File: src/rtl/bcd_cascade_counter.sv
// Synchronous DIGITS-digit BCD up/down counter with load, top-digit limit and tc/co cascade outputs.
// cnt/co update one clk after en/load/rst are sampled; tc is zero-latency. There is no backpressure: en gates each step.
module bcd_cascade_counter #(
    parameter int DIGITS    = 3,
    parameter int TOP_LIMIT = 9
) (
    input  logic                clk,
    input  logic                rst,
    input  logic                en,
    input  logic                up,
    input  logic                load,
    input  logic [4*DIGITS-1:0] load_val,
    output logic [4*DIGITS-1:0] cnt,
    output logic                tc,
    output logic                co
);

    localparam int W = 4*DIGITS;

    logic [W-1:0]    r_cnt;
    logic            r_co;
    logic [W-1:0]    w_step;
    logic [W-1:0]    w_load_san;
    // w_all_max[i] / w_all_zero[i]: every digit below i sits at its max / at zero.
    logic [DIGITS:0] w_all_max;
    logic [DIGITS:0] w_all_zero;

    assign w_all_max[0]  = 1'b1;
    assign w_all_zero[0] = 1'b1;

    for (genvar i = 0; i < DIGITS; i++) begin : g_digit
        localparam logic [3:0] DMAX = (i == DIGITS-1) ? 4'(TOP_LIMIT) : 4'd9;

        logic [3:0] w_d;
        logic [3:0] w_ld;
        logic       w_at_max;
        logic       w_at_zero;

        assign w_d       = r_cnt[4*i +: 4];
        assign w_ld      = load_val[4*i +: 4];
        assign w_at_max  = (w_d == DMAX);
        assign w_at_zero = (w_d == 4'd0);

        assign w_all_max[i+1]  = w_all_max[i]  & w_at_max;
        assign w_all_zero[i+1] = w_all_zero[i] & w_at_zero;

        assign w_load_san[4*i +: 4] = (w_ld > DMAX) ? 4'd0 : w_ld;

        always_comb begin
            w_step[4*i +: 4] = w_d;
            if (up) begin
                if (w_all_max[i])
                    w_step[4*i +: 4] = w_at_max ? 4'd0 : w_d + 4'd1;
            end else begin
                if (w_all_zero[i])
                    w_step[4*i +: 4] = w_at_zero ? DMAX : w_d - 4'd1;
            end
        end
    end

    // Terminal value for the current direction; also the wrap condition for co.
    assign tc = en & (up ? w_all_max[DIGITS] : w_all_zero[DIGITS]);

    always_ff @(posedge clk) begin
        if (rst) begin
            r_cnt <= '0;
            r_co  <= 1'b0;
        end else if (load) begin
            r_cnt <= w_load_san;
            r_co  <= 1'b0;
        end else if (en) begin
            r_cnt <= w_step;
            r_co  <= tc;
        end else begin
            r_co  <= 1'b0;
        end
    end

    assign cnt = r_cnt;
    assign co  = r_co;

endmodule

File: config.mk
export PLATFORM = sky130hd
export DESIGN_NAME = bcd_cascade_counter
export DESIGN_NICKNAME = d
export VERILOG_FILES = /design/src/rtl/bcd_cascade_counter.sv
export SDC_FILE = /design/constraint.sdc
export NUM_CORES = 1
export LEC_CHECK = 0
export CAP_MARGIN = 20
export CELL_PAD_IN_SITES_DETAIL_PLACEMENT = 1
export CELL_PAD_IN_SITES_GLOBAL_PLACEMENT = 2
export CORE_MARGIN = 5
export CORE_UTILIZATION = 29
export CTS_CLUSTER_SIZE = 8
export DETAILED_ROUTE_END_ITERATION = 8
export GPL_TIMING_DRIVEN = 0
export MAX_ROUTING_LAYER = met4
export PLACE_DENSITY = 0.95
export SLEW_MARGIN = 5
export SYNTH_ARGS = -nofsm -noshare
export SYNTH_HDL_FRONTEND = slang
export SYNTH_SLANG_ARGS = --single-unit
File: constraint.sdc
create_clock -name clk -period 2.95 [get_ports clk]
set_input_delay 0.295 -clock clk [delete_from_list [all_inputs] [get_ports clk]]
set_output_delay 0.295 -clock clk [all_outputs]
set_load 0.05 [all_outputs]
* Word-level counts from Yosys, hierarchy flattened
Index checks and enable logic that the tools add are counted. W data, S select, Z words.
Operators by class: add/subtract/negate cells 6, $lt $le $gt $ge 3, equal/unequal tests 5, mux-type cells 19, bitwise gates (word level) 6, reduce and logical (&&, ||, !) cells 9
Operators by type and width (number):
- $mux W4 | 16
- $mux W12 | 2
- $add A4 B1 Y4 const B | 3
- $eq A4 B4 Y1 const B | 3
- $gt A4 B4 Y1 const B | 3
- $logic_not A4 Y1 | 3
- $sub A4 B1 Y4 const B | 3
- $ne A3 B1 Y1 const B | 2
- $reduce_and A3 Y1 | 2
- $reduce_bool A3 Y1 | 2
- $and A1 B1 Y1 | 5
- $reduce_or A3 Y1 | 1
- $reduce_bool A2 Y1 | 1
- $mux W1 | 1
- $not A1 Y1 | 1
Storage, ports and cells: flip-flop bits (word level) 13, input bits 17, output and inout port bits 14

* Depth between registers and ports, before layout
Gate-level depths: netlist of the first run.
depth after elaboration 6, mapped depth 7, gate-level depth less buffers 5

* Worst setup path after synthesis of the first run
Ideal clock, no wire load.
path type reg-to-reg, from register r_cnt[7] (netlist: cnt[7]), to register r_co (netlist: co), data arrival time 2656 ps, required time 2869 ps, path slack 213 ps, cell stages (with the launch flop) 6, path through dfxtp_1 > clkbuf_2 > and4bb_2 > nand2_1 > o31ai_1 > nor3b_1
On the way: longest elaborated chain between the ends 5, elaborated cells on any way between the ends 8, those cells by class eq/ne (1); mux (1); bitwise (5); reduce/logical (1)
RTL lines:
- from (decl) | line 20 | logic [W-1:0] r_cnt;
- from (signal assigned) | line 69 | r_cnt <= w_load_san;
- from (signal assigned) | line 72 | r_cnt <= w_step;
- $eq A4 B4 Y1 / $logic_not A4 Y1 (equally long branches) | line 41, 42
- $and A1 B1 Y1 (on tied branches) (2 in a row) | line 44, 45
- $mux W1 (*) | line 62 | assign tc = en & (up ? w_all_max[DIGITS] : w_all_zero[DIGITS]);
- $and A1 B1 Y1 (*) | line 62
- via tc | line 14 | output logic tc,
- to (signal assigned) | line 73 | r_co <= tc;
- to (decl) | line 21 | logic r_co;
Mark *: on every way through the listed nets, which the timed path passes. The rest lies on a longest branch. A chain may end at the register's enable or synchronous reset.

* Worst setup path in the final report of the first run
from input port up, to output port tc
On the way: longest elaborated chain between the ends 2
RTL lines:
- from (decl) | line 10 | input logic up,
- $mux W1 | line 62
- $and A1 B1 Y1 | line 62
- to (decl) | line 14
No other way between the ends.

==> results.md, run 1 <==
| Group | Metric | This run |
|---|---|---|
| floorplanning | Initial standard-cell utilization of the core | 0.302 |
| global routing | First-pass GRT wire length | 6.10 mm |
| setup path | Worst-path cell chain | clkdlybuf4s50_1, buf_2, buf_2, nand4b_1, o31ai_1, dlygate4sd2_1 |
| global routing | Total track usage | 0.145 |
| final layout | Multi-input logic area | 840 um2 |
| place | Gp weighted congestion | 0.820 |
| sta | Post-layout minimum cycle time | 2.66 ns |
| sta | Achievable frequency | 376 MHz |
| logic synthesis | Area share of and/or/nand/nor cells after synthesis | 0.323 |
| logic synthesis | Dominant combinational cell family by area after synthesis | simple AND/OR/NAND/NOR gates |
| logic synthesis | Total of warnings raised by yosys | 0 |
| cts | CTS Hold Buffers Added | 0 |
| setup path | Kind of end point of the critical path | output port |
| detailed routing | Length of the first detailed-routing pass in iterations | 4 |
| cts | Clock-pin transition on the worst setup and hold timing paths | 0.06 ns |
| final layout | Area growth from synthesis to layout | 32.5% |
| global routing | Maximum number of pins on one net before global-route repair | 11 |
| place | Cell area after placement | 1570 um2 |
| power and ir drop | Worst vdd rail ir drop | 0.000133 V |
| cts | CTS tree | built |
| place | Setup Slack @ Placement | -0.0462 ns |
| run | Maximum Capacitance Violations | 0 |
| logic synthesis | Sequential cell area fraction in the yosys report | 0.214 |
| detailed routing | Wire length reported by the detailed router | 3.80 mm |
| detailed routing | Per-cell via count in the routed design | 5.50 |
| setup path | Critical path data required time | 2.65 ns |
| power and ir drop | Total power after layout | 0.000691 W |
| final layout | Final cell count without fillers | 245 |
| global routing | Vias in the first global route | 1,259 |
| final layout | Area used by sequential logic in the layout | 260 um2 |
| floorplanning | Ports placed on the boundary | 31 |
| cts | Number of buffers inserted during clock tree synthesis | 3 |
| sta | Slew margin rel. | 0.601 |
| floorplanning | Core region area | 4030 um2 |
| setup path | Reg-to-reg setup timing slack | 1.11 ns |
| sta | Max-slew violation total from the final report | 0 |
| setup path | Maximum cell stage delay along the critical path | 0.57 ns |
| logic synthesis | Fraction of synthesized cell area in xor and xnor cells | 0.0647 |
| logic synthesis | Mux cell area share after synthesis | 0.0164 |
| cts | Worst-case clock buffer depth | 2 |
| cts | Max H-tree Level | 1 |
| sta | Worst-margin pin slew | 0.599 ns |
| sta | Final Setup Violations | 0 |
| detailed routing | DRC | 0 |
| power and ir drop | Leakage power | 0.578 nW |
| sta | Share of the cycle needed by the critical path after routing | 0.901 |
| place | Instance count after placement with tap cells included | 241 |
| floorplanning | Std cell rows | 23 |
| global routing | Total congestion overflow after global routing | 0 |
| final layout | Post-layout instance area | 1620 um2 |
| logic synthesis | Synth Area per Inst | 7.52 um2 |
| final layout | Fill cell count | 510 |
| floorplanning | Width of the die | 74.8 um |
| sta | Hold WS | 0.478 ns |
| cts | Clock tree root buffer cell | clkbuf_8 |
| logic synthesis | Post-Synthesis Cells | 162 |
| logic synthesis | Synthesized netlist net count | 179 |
| logic synthesis | Complex-gate fraction of the synthesized area | 0.284 |
| setup path | Max stage delay cell, worst path | dlygate4sd2_1 |
| setup path | Worst EP arrival | 2.36 ns |
| logic synthesis | Number of storage elements in the synthesis netlist | 13 |
| sta | RSZ-0062 raised after global routing | no |
| setup path | Cell with the most instances on the worst path | buf_2 |
| status | Result of the run | completed |
| place | Count of buffers from port buffering | 29 |
| logic synthesis | Unique cell type count in the Yosys netlist | 51 |
| setup path | Setup CP Type | in2out |
| place | DP HPWL | 2.83 mm |
| setup path | CP max FO | 10 |
| cts | Latest clock arrival within the worst-skew pair | 0.25 ns |
| floorplanning | Height of the chip | 74.8 um |
| detailed routing | Routed wire per std cell | 15.5 um |
| final layout | Diode insertion count for antenna repair | 0 |
| setup path | Crit start category | input pin |
| final layout | Share of layout cells above drive strength 1 | 0.113 |
| global routing | Initial antenna violation count | 0 |
| logic synthesis | Post-Synthesis Cell Area | 1220 um2 |
| cts | Clock sink count | 13 |
| logic synthesis | Adder and majority cell fraction of the synthesized area | 0 |
| floorplanning | Die outline area | 5600 um2 |
| hold path | Tightest Hold Check Type | in2reg |
| detailed routing | Vias | 1,348 |
| final layout | Count of nets after finishing | 213 |
| detailed routing | Antenna-violating nets left | 0 |
| sta | Number of hold violations in the final report | 0 |
| sta | Maximum clock skew at final layout | 0.000707 ns |
| detailed routing | Initial DRC count | 75 |
| sta | Worst setup slack after layout | 0.293 ns |
| power and ir drop | PD cells | 428 nW/um2 |
-- sequential cells by signal (all words and copies together) (netlist names) --
register	cells
cnt	12
co	1
-- per-layer routing --
| metal | vias to the layer above | routed length (um) | global-route usage |
|---|---|---|---|
| li1 | 668 | - | - |
| met1 | 648 | 1830 | 0.200 |
| met2 | 28 | 1770 | 0.224 |
| met3 | 4 | 174 | 0.0240 |
| met4 | 0 | 30 | 0.0296 |
| met5 | - | 0 | - |
-- worst max-delay path: cells and delay by family --
| kind | cells | cell delay [ns] |
|---|---|---|
| AOI/OAI and AO/OA | 1 | 0.34 |
| and+or+nand+nor | 1 | 0.12 |
| buffers and inverters | 4 | 1.59 |
-- through the flow --
stage,utilization,TNS (ns)
6_report,0.401,0
5_1_grt,0.401,0
4_1_cts,0.401,0
3_5_place_dp,0.390,-0.0462
3_3_place_gp,0.390,-0.0184
2_1_floorplan,-,0
-- placed cells by master (no fill, tap or decap), types with 4 or more instances in the layout --
master	n
clkdlybuf4s50_1	28
nor2_1	17
a21oi_1	14
dfxtp_1	13
o21ai_0	9
clkbuf_1	7
buf_2	7
nand2_1	7
xnor2_1	7
inv_1	6
nand2b_1	5
nor3_1	5
a211oi_1	5
a31oi_1	4
-- repair_timing --
action	CTS	global route
gates resized for setup	1	0
setup buffers	0	0
setup endpoints to repair	1	0
-- cells in the mapped netlist (all sizes together) --
master | n | area share
a31oi | 4 | 0.021
dfxtp | 13 | 0.21
o21ai | 10 | 0.041
and3 | 2 | 0.011
o22ai | 2 | 0.010
a2111oi | 1 | 0.0072
a21o | 1 | 0.0062
or3 | 2 | 0.010
a32oi | 2 | 0.014
buf | 10 | 0.056
o311ai | 1 | 0.0072
o32ai | 1 | 0.0072
inv | 6 | 0.018
nand4b | 2 | 0.014
xnor2 | 7 | 0.050
nand2 | 7 | 0.022
a211o | 1 | 0.0072
a22oi | 1 | 0.0062
a221oi | 1 | 0.0072
nor4 | 3 | 0.045
o211a | 2 | 0.016
mux2i | 2 | 0.016
nand4 | 3 | 0.015
nand3 | 2 | 0.0082
a211oi | 5 | 0.031
o211ai | 2 | 0.012
o2111ai | 1 | 0.0072
o31ai | 1 | 0.0062
nor2 | 17 | 0.052
or2 | 1 | 0.0051
and4bb | 2 | 0.021
or4b | 1 | 0.0082
nand2b | 5 | 0.026
clkbuf | 7 | 0.023
nor3 | 6 | 0.029
a21oi | 14 | 0.057
and4 | 1 | 0.0072
nor3b | 3 | 0.018
a22o | 1 | 0.0072
xor2 | 2 | 0.014
o21a | 1 | 0.0062
nor4b | 1 | 0.0072
nor2b | 1 | 0.0051
o21bai | 1 | 0.0062
nand3b | 3 | 0.018
-- report_power, final --
part	leakage, nW	switching, W	internal, W
registers	0.107	0.0000111	0.000191
clock network	0.0228	0.0000770	0.0000957
logic	0.448	0.000187	0.000128
total	0.578	0.000276	0.000415
-- path summary, 6_finish.rpt --
path                              from     end  cells after the start
worst min-delay path                en  cnt[2]                      3
worst min register to register  cnt[3]  cnt[3]                      2
worst max register to register  cnt[0]  cnt[9]                      6
worst max-delay path                up      tc                      6
-- cells by family (layout without fill, tap and decap cells) --
| group | count (synthesis) | in the layout |
|---|---|---|
| simple gates | 62 | 62 |
| xor+xnor | 9 | 9 |
| mux | 2 | 2 |
| buf+inv | 23 | 56 |
| flops | 13 | 13 |
| compound gates | 53 | 53 |
-- final cells by class --
type                       count  area share
timing repair buffer          29       0.179
buffer                        17      0.0596
tap                           50      0.0387
sequential                    13       0.161
clock buffer                   4      0.0279
multi-input combinational    126       0.520
inverter                       6      0.0139
No activity file was read; power rests on OpenSTA's default activity.
==> run 2, diff against run 1 <==
CAP_MARGIN = unset   (was 20)
CORE_UTILIZATION = 37   (was 29)
DONT_BUFFER_PORTS = 1   (was unset)
PLACE_DENSITY = 0.94   (was 0.95)
==> results.md, run 2 (same netlist as run 1, synthesis figures left out) <==
| Group | Metric | This run |
|---|---|---|
| status | Result of the run | completed |
| cts | Clock-pin transition on the worst setup and hold timing paths | 0.09 ns |
| cts | Count of buffers added by post-CTS timing repair for setup | 0 |
| detailed routing | Vias | 1,275 |
| final layout | Number of flip-flops in the largest register | 12 |
| cts | Worst-case clock buffer depth | 2 |
| global routing | Total congestion overflow after global routing | 0 |
| place | Cell area after placement | 1290 um2 |
| detailed routing | Length of the first detailed-routing pass in iterations | 4 |
| place | Count of buffers from port buffering | 0 |
| cts | Clock sink count | 13 |
| power and ir drop | PD cells | 452 nW/um2 |
| sta | Final Setup Violations | 0 |
| place | Instance count after placement with tap cells included | 208 |
| sta | Worst-margin pin slew | 0.721 ns |
| sta | Hold WS | 0.0692 ns |
| cts | CTS tree | built |
| detailed routing | Wire length reported by the detailed router | 3.82 mm |
| sta | Number of hold violations in the final report | 0 |
| final layout | Share of layout cells above drive strength 1 | 0.143 |
| cts | PostCTS Resize Cnt | 0 |
| setup path | Cell family contributing the most delay on the critical path | simple AND/OR/NAND/NOR gates |
| power and ir drop | Leakage power | 0.465 nW |
| setup path | Maximum cell stage delay along the critical path | 0.49 ns |
| setup path | Critical path data required time | 2.65 ns |
| setup path | Setup CP Type | reg2out |
| detailed routing | Initial DRC count | 64 |
| setup path | Kind of end point of the critical path | output port |
| detailed routing | Routed wire per std cell | 18.0 um |
| global routing | Maximum number of pins on one net before global-route repair | 11 |
| global routing | Vias in the first global route | 1,331 |
| floorplanning | Core region area | 3100 um2 |
| floorplanning | Height of the chip | 67.4 um |
| global routing | Total track usage | 0.186 |
| final layout | Area growth from synthesis to layout | 8.01% |
| cts | Max H-tree Level | 1 |
| sta | Share of the cycle needed by the critical path after routing | 0.787 |
| place | DP HPWL | 2.90 mm |
| power and ir drop | Worst vdd rail ir drop | 0.000158 V |
| floorplanning | Initial standard-cell utilization of the core | 0.393 |
| floorplanning | Width of the die | 67.4 um |
| final layout | Diode insertion count for antenna repair | 0 |
| global routing | Initial antenna violation count | 0 |
| final layout | Fill cell count | 417 |
| sta | Slew margin rel. | 0.519 |
| setup path | Number of buffers and inverters on the critical path | 2 |
| final layout | Post-layout instance area | 1320 um2 |
| floorplanning | Die outline area | 4540 um2 |
| place | Gp weighted congestion | 0.872 |
| sta | Maximum clock skew at final layout | 0.00306 ns |
| final layout | Most common cell after layout, fill and taps aside | nor2_1 |
| sta | Post-layout minimum cycle time | 2.32 ns |
| detailed routing | DRC | 0 |
| floorplanning | Std cell rows | 20 |
| detailed routing | Antenna-violating nets left | 0 |
| final layout | Count of nets after finishing | 186 |
| run | Maximum Capacitance Violations | 0 |
| cts | Clock tree root buffer cell | clkbuf_4 |
| cts | Latest clock arrival within the worst-skew pair | 0.30 ns |
| global routing | First-pass GRT wire length | 6.20 mm |
| sta | Setup TNS Final | 0 ns |
| setup path | CP max FO | 10 |
| hold path | Tightest Hold Check Type | in2reg |
| detailed routing | Per-cell via count in the routed design | 6.01 |
| setup path | Crit start category | flop |
| sta | RSZ-0062 raised after global routing | no |
| cts | CTS Hold Buffers Added | 0 |
| floorplanning | Ports placed on the boundary | 31 |
| final layout | Highest-count cells in the layout ignoring fill and taps | nor2_1, a21oi_1, dfxtp_1 |
| cts | Number of buffers inserted during clock tree synthesis | 3 |
| setup path | Worst EP arrival | 2.03 ns |
| sta | Achievable frequency | 431 MHz |
| final layout | Final cell count without fillers | 212 |
| setup path | Worst-path cell chain | clkbuf_1, nor3_1, nand4_1, o31ai_2, buf_4 |
| final layout | Final core utilization | 0.424 |
| setup path | Max stage delay cell, worst path | dfxtp_1 |
| sta | Max-slew violation total from the final report | 0 |
run 2: changes by cell type in the layout (fill, tap and decap cells not counted), sizes merged:
cell and delta:
buf +2, clkdlybuf4s50 -28, dlygate4sd2 -1
run 2: power by group:
group          internal (W)  switching (W)  leakage [nW]
Clock             0.0000528      0.0000716        0.0150
Sequential         0.000191      0.0000673         0.107
Combinational     0.0000873       0.000125         0.343
run 2: area by class of cell:
| type | count | area (um2) | share of cell area |
|---|---|---|---|
| multi-input combinational | 126 | 845 | 0.642 |
| sequential | 13 | 260 | 0.198 |
| inverter | 6 | 22.5 | 0.0171 |
| buffer | 17 | 96.3 | 0.0732 |
| timing repair buffer | 2 | 11.3 | 0.00856 |
| clock buffer | 4 | 26.3 | 0.0200 |
| tap | 44 | 55.1 | 0.0418 |
run 2: path summary, 6_finish.rpt:
| path | startpoint | endpoint | slack [ns] | cells after the start |
|---|---|---|---|---|
| max reg2reg | cnt[7] | cnt[9] | 0.76 | 6 |
| min | rst | cnt[3] | 0.07 | 1 |
| min reg2reg | cnt[3] | cnt[3] | 0.90 | 2 |
| max | cnt[9] | tc | 0.63 | 5 |
run 2: per-layer routing:
metal  wire length [um]  track usage  part of all wire  up-vias
li1                   -            -                 -      611
met5                  0            -                 0        -
met1               1660        0.214              0.44      635
met4                 51       0.0709             0.013        0
met3                200       0.0349             0.052        5
met2               1900        0.319              0.50       24
run 2: per-stage QoR:
stage | total power (W) | setup WS (ns)
floorplan | 0.000428 | 0.213
global placement | 0.000463 | -0.0637
detailed placement | 0.000474 | 0.771
CTS | 0.000597 | 0.626
global route | 0.000631 | 0.509
finish | 0.000595 | 0.627
==> run 3, diff against run 2 <==
CORE_UTILIZATION = 31   (was 37)
PLACE_DENSITY = 0.86   (was 0.94)
clock period = 1.9 ns   (was 2.95 ns; I/O delays follow)
==> results.md, run 3 (same netlist as run 1, synthesis figures left out) <==
| Group | Metric | This run |
|---|---|---|
| global routing | Maximum number of pins on one net before global-route repair | 11 |
| final layout | Area growth from synthesis to layout | 25.5% |
| power and ir drop | Worst vdd rail ir drop | 0.000253 V |
| place | DP HPWL | 2.93 mm |
| sta | Slew margin rel. | 0.586 |
| setup path | Kind of end point of the critical path | output port |
| sta | Worst-margin pin slew | 0.621 ns |
| status | Violated checks | negative setup slack |
| detailed routing | DRC | 0 |
| power and ir drop | PD cells | 690 nW/um2 |
| cts | Max H-tree Level | 1 |
| setup path | Worst EP arrival | 1.74 ns |
| hold path | Tightest Hold Check Type | in2reg |
| cts | Number of buffers inserted during clock tree synthesis | 3 |
| sta | RSZ-0062 raised after global routing | yes |
| global routing | First-pass GRT wire length | 6.53 mm |
| power and ir drop | Leakage power | 0.550 nW |
| sta | Share of the cycle needed by the critical path after routing | 1.02 |
| place | Gp weighted congestion | 0.821 |
| floorplanning | Height of the chip | 72.7 um |
| floorplanning | Initial standard-cell utilization of the core | 0.326 |
| global routing | Vias in the first global route | 1,344 |
| final layout | Fill cell count | 478 |
| setup path | Setup CP Type | reg2out |
| cts | Worst-case clock buffer depth | 2 |
| detailed routing | Initial DRC count | 70 |
| place | Setup Slack @ Placement | -0.185 ns |
| sta | Number of hold violations in the final report | 0 |
| floorplanning | Std cell rows | 22 |
| global routing | Total congestion overflow after global routing | 0 |
| run | Maximum Capacitance Violations | 0 |
| sta | Post-layout minimum cycle time | 1.93 ns |
| sta | Worst setup slack after layout | -0.0307 ns |
| floorplanning | Ports placed on the boundary | 31 |
| final layout | Area used by sequential logic in the layout | 300 um2 |
| final layout | Multi-input logic area | 881 um2 |
| final layout | Most common cell after layout, fill and taps aside | nor2_1 |
| setup path | Crit start category | flop |
| sta | Final Setup Violations | 1 |
| sta | Achievable frequency | 518 MHz |
| cts | CTS tree | built |
| detailed routing | Per-cell via count in the routed design | 5.95 |
| detailed routing | Length of the first detailed-routing pass in iterations | 4 |
| final layout | Highest-count cells in the layout ignoring fill and taps | nor2_1, a21oi_1, dfxtp_4 |
| cts | Clock-pin transition on the worst setup and hold timing paths | 0.06 ns |
| setup path | Critical path data required time | 1.71 ns |
| detailed routing | Antenna-violating nets left | 0 |
| sta | Maximum clock skew at final layout | 0.00396 ns |
| detailed routing | Routed wire per std cell | 18.6 um |
| sta | Max-slew violation total from the final report | 0 |
| status | Result of the run | complete, but fails checks |
| floorplanning | Core region area | 3740 um2 |
| place | Count of buffers from port buffering | 0 |
| detailed routing | Wire length reported by the detailed router | 4.18 mm |
| final layout | Number of flip-flops in the largest register | 12 |
| detailed routing | Vias | 1,333 |
| global routing | Initial antenna violation count | 0 |
| setup path | CP max FO | 9 |
| final layout | Diode insertion count for antenna repair | 0 |
| final layout | Count of nets after finishing | 194 |
| floorplanning | Die outline area | 5290 um2 |
| final layout | Share of layout cells above drive strength 1 | 0.295 |
| place | Instance count after placement with tap cells included | 210 |
| cts | Clock sink count | 13 |
| global routing | Total track usage | 0.160 |
| cts | Clock tree root buffer cell | clkbuf_8 |
| final layout | Final cell count without fillers | 224 |
| floorplanning | Width of the die | 72.7 um |
| cts | Latest clock arrival within the worst-skew pair | 0.25 ns |
==> run 3: changes by cell type in the layout (fill, tap and decap cells not counted), moves of 3 or more <==
cell      delta
clkbuf_1     -3
buf_8        +3
clkbuf_8     +3
buf_2        -3
dfxtp_4     +10
dfxtp_1     -12
buf_4        +7
==> run 3: per-stage QoR <==
stage	TNS [ns]	hold slack [ns]	utilization	total power (W)	area (um2)
2_1_floorplan	0	0.261	-	0.000671	1240
3_3_place_gp	-0.906	0.268	0.348	0.000727	1300
3_5_place_dp	-1.10	0.272	0.348	0.000739	1300
4_1_cts	-0.0636	0.00703	0.381	0.00102	1430
5_1_grt	-0.176	0.0108	0.408	0.00112	1530
6_report	-0.0307	0.00586	0.408	0.00105	1530
==> run 3: worst paths after layout <==
path,startpoint,to,slack (ns),depth (start not counted)
worst min register to register,cnt[3],cnt[3],0.67,2
worst max register to register,cnt[1],cnt[10],0.07,8
worst min-delay path,rst,cnt[3],0.006,1
worst max-delay path,cnt[2],tc,-0.03,4
==> run 3: worst max-delay path: stages (launching register included) <==
cell and delay [ns]:
dfxtp_4 0.41, buf_8 0.16, and4bb_2 0.33, nand2_2 0.07
o31ai_4 0.52
==> run 3: area by class of cell <==
class / instances / share of cell area
multi-input combinational: 126 / 0.576
sequential: 13 / 0.196
inverter: 6 / 0.0147
tap: 48 / 0.0393
clock buffer: 4 / 0.0295
timing repair buffer: 10 / 0.0556
buffer: 17 / 0.0884
==> run 3: what timing repair did <==
item | in CTS | in global routing
hold buffers | 0 | 1
endpoints found under the hold margin | 0 | 1
pin swaps | 3 | 3
setup buffers | 3 | 6
setup endpoints to repair | 11 | 11
resized for setup | 23 | 16
==> run 3: power breakdown <==
| group | leakage (nW) | internal (W) | switching (W) |
|---|---|---|---|
| clock network | 0.0228 | 0.000149 | 0.000110 |
| registers | 0.114 | 0.000300 | 0.000109 |
| logic | 0.413 | 0.000177 | 0.000210 |
| total | 0.550 | 0.000626 | 0.000429 |
==> run 3: routing by layer <==
layer / share of wire / vias to the layer above / global-route usage
met2: 0.48 / 27 / 0.269
met3: 0.052 / 7 / 0.0372
met4: 0.014 / 0 / 0.0389
met5: 0 / - / -
li1: - / 629 / -
met1: 0.45 / 670 / 0.193
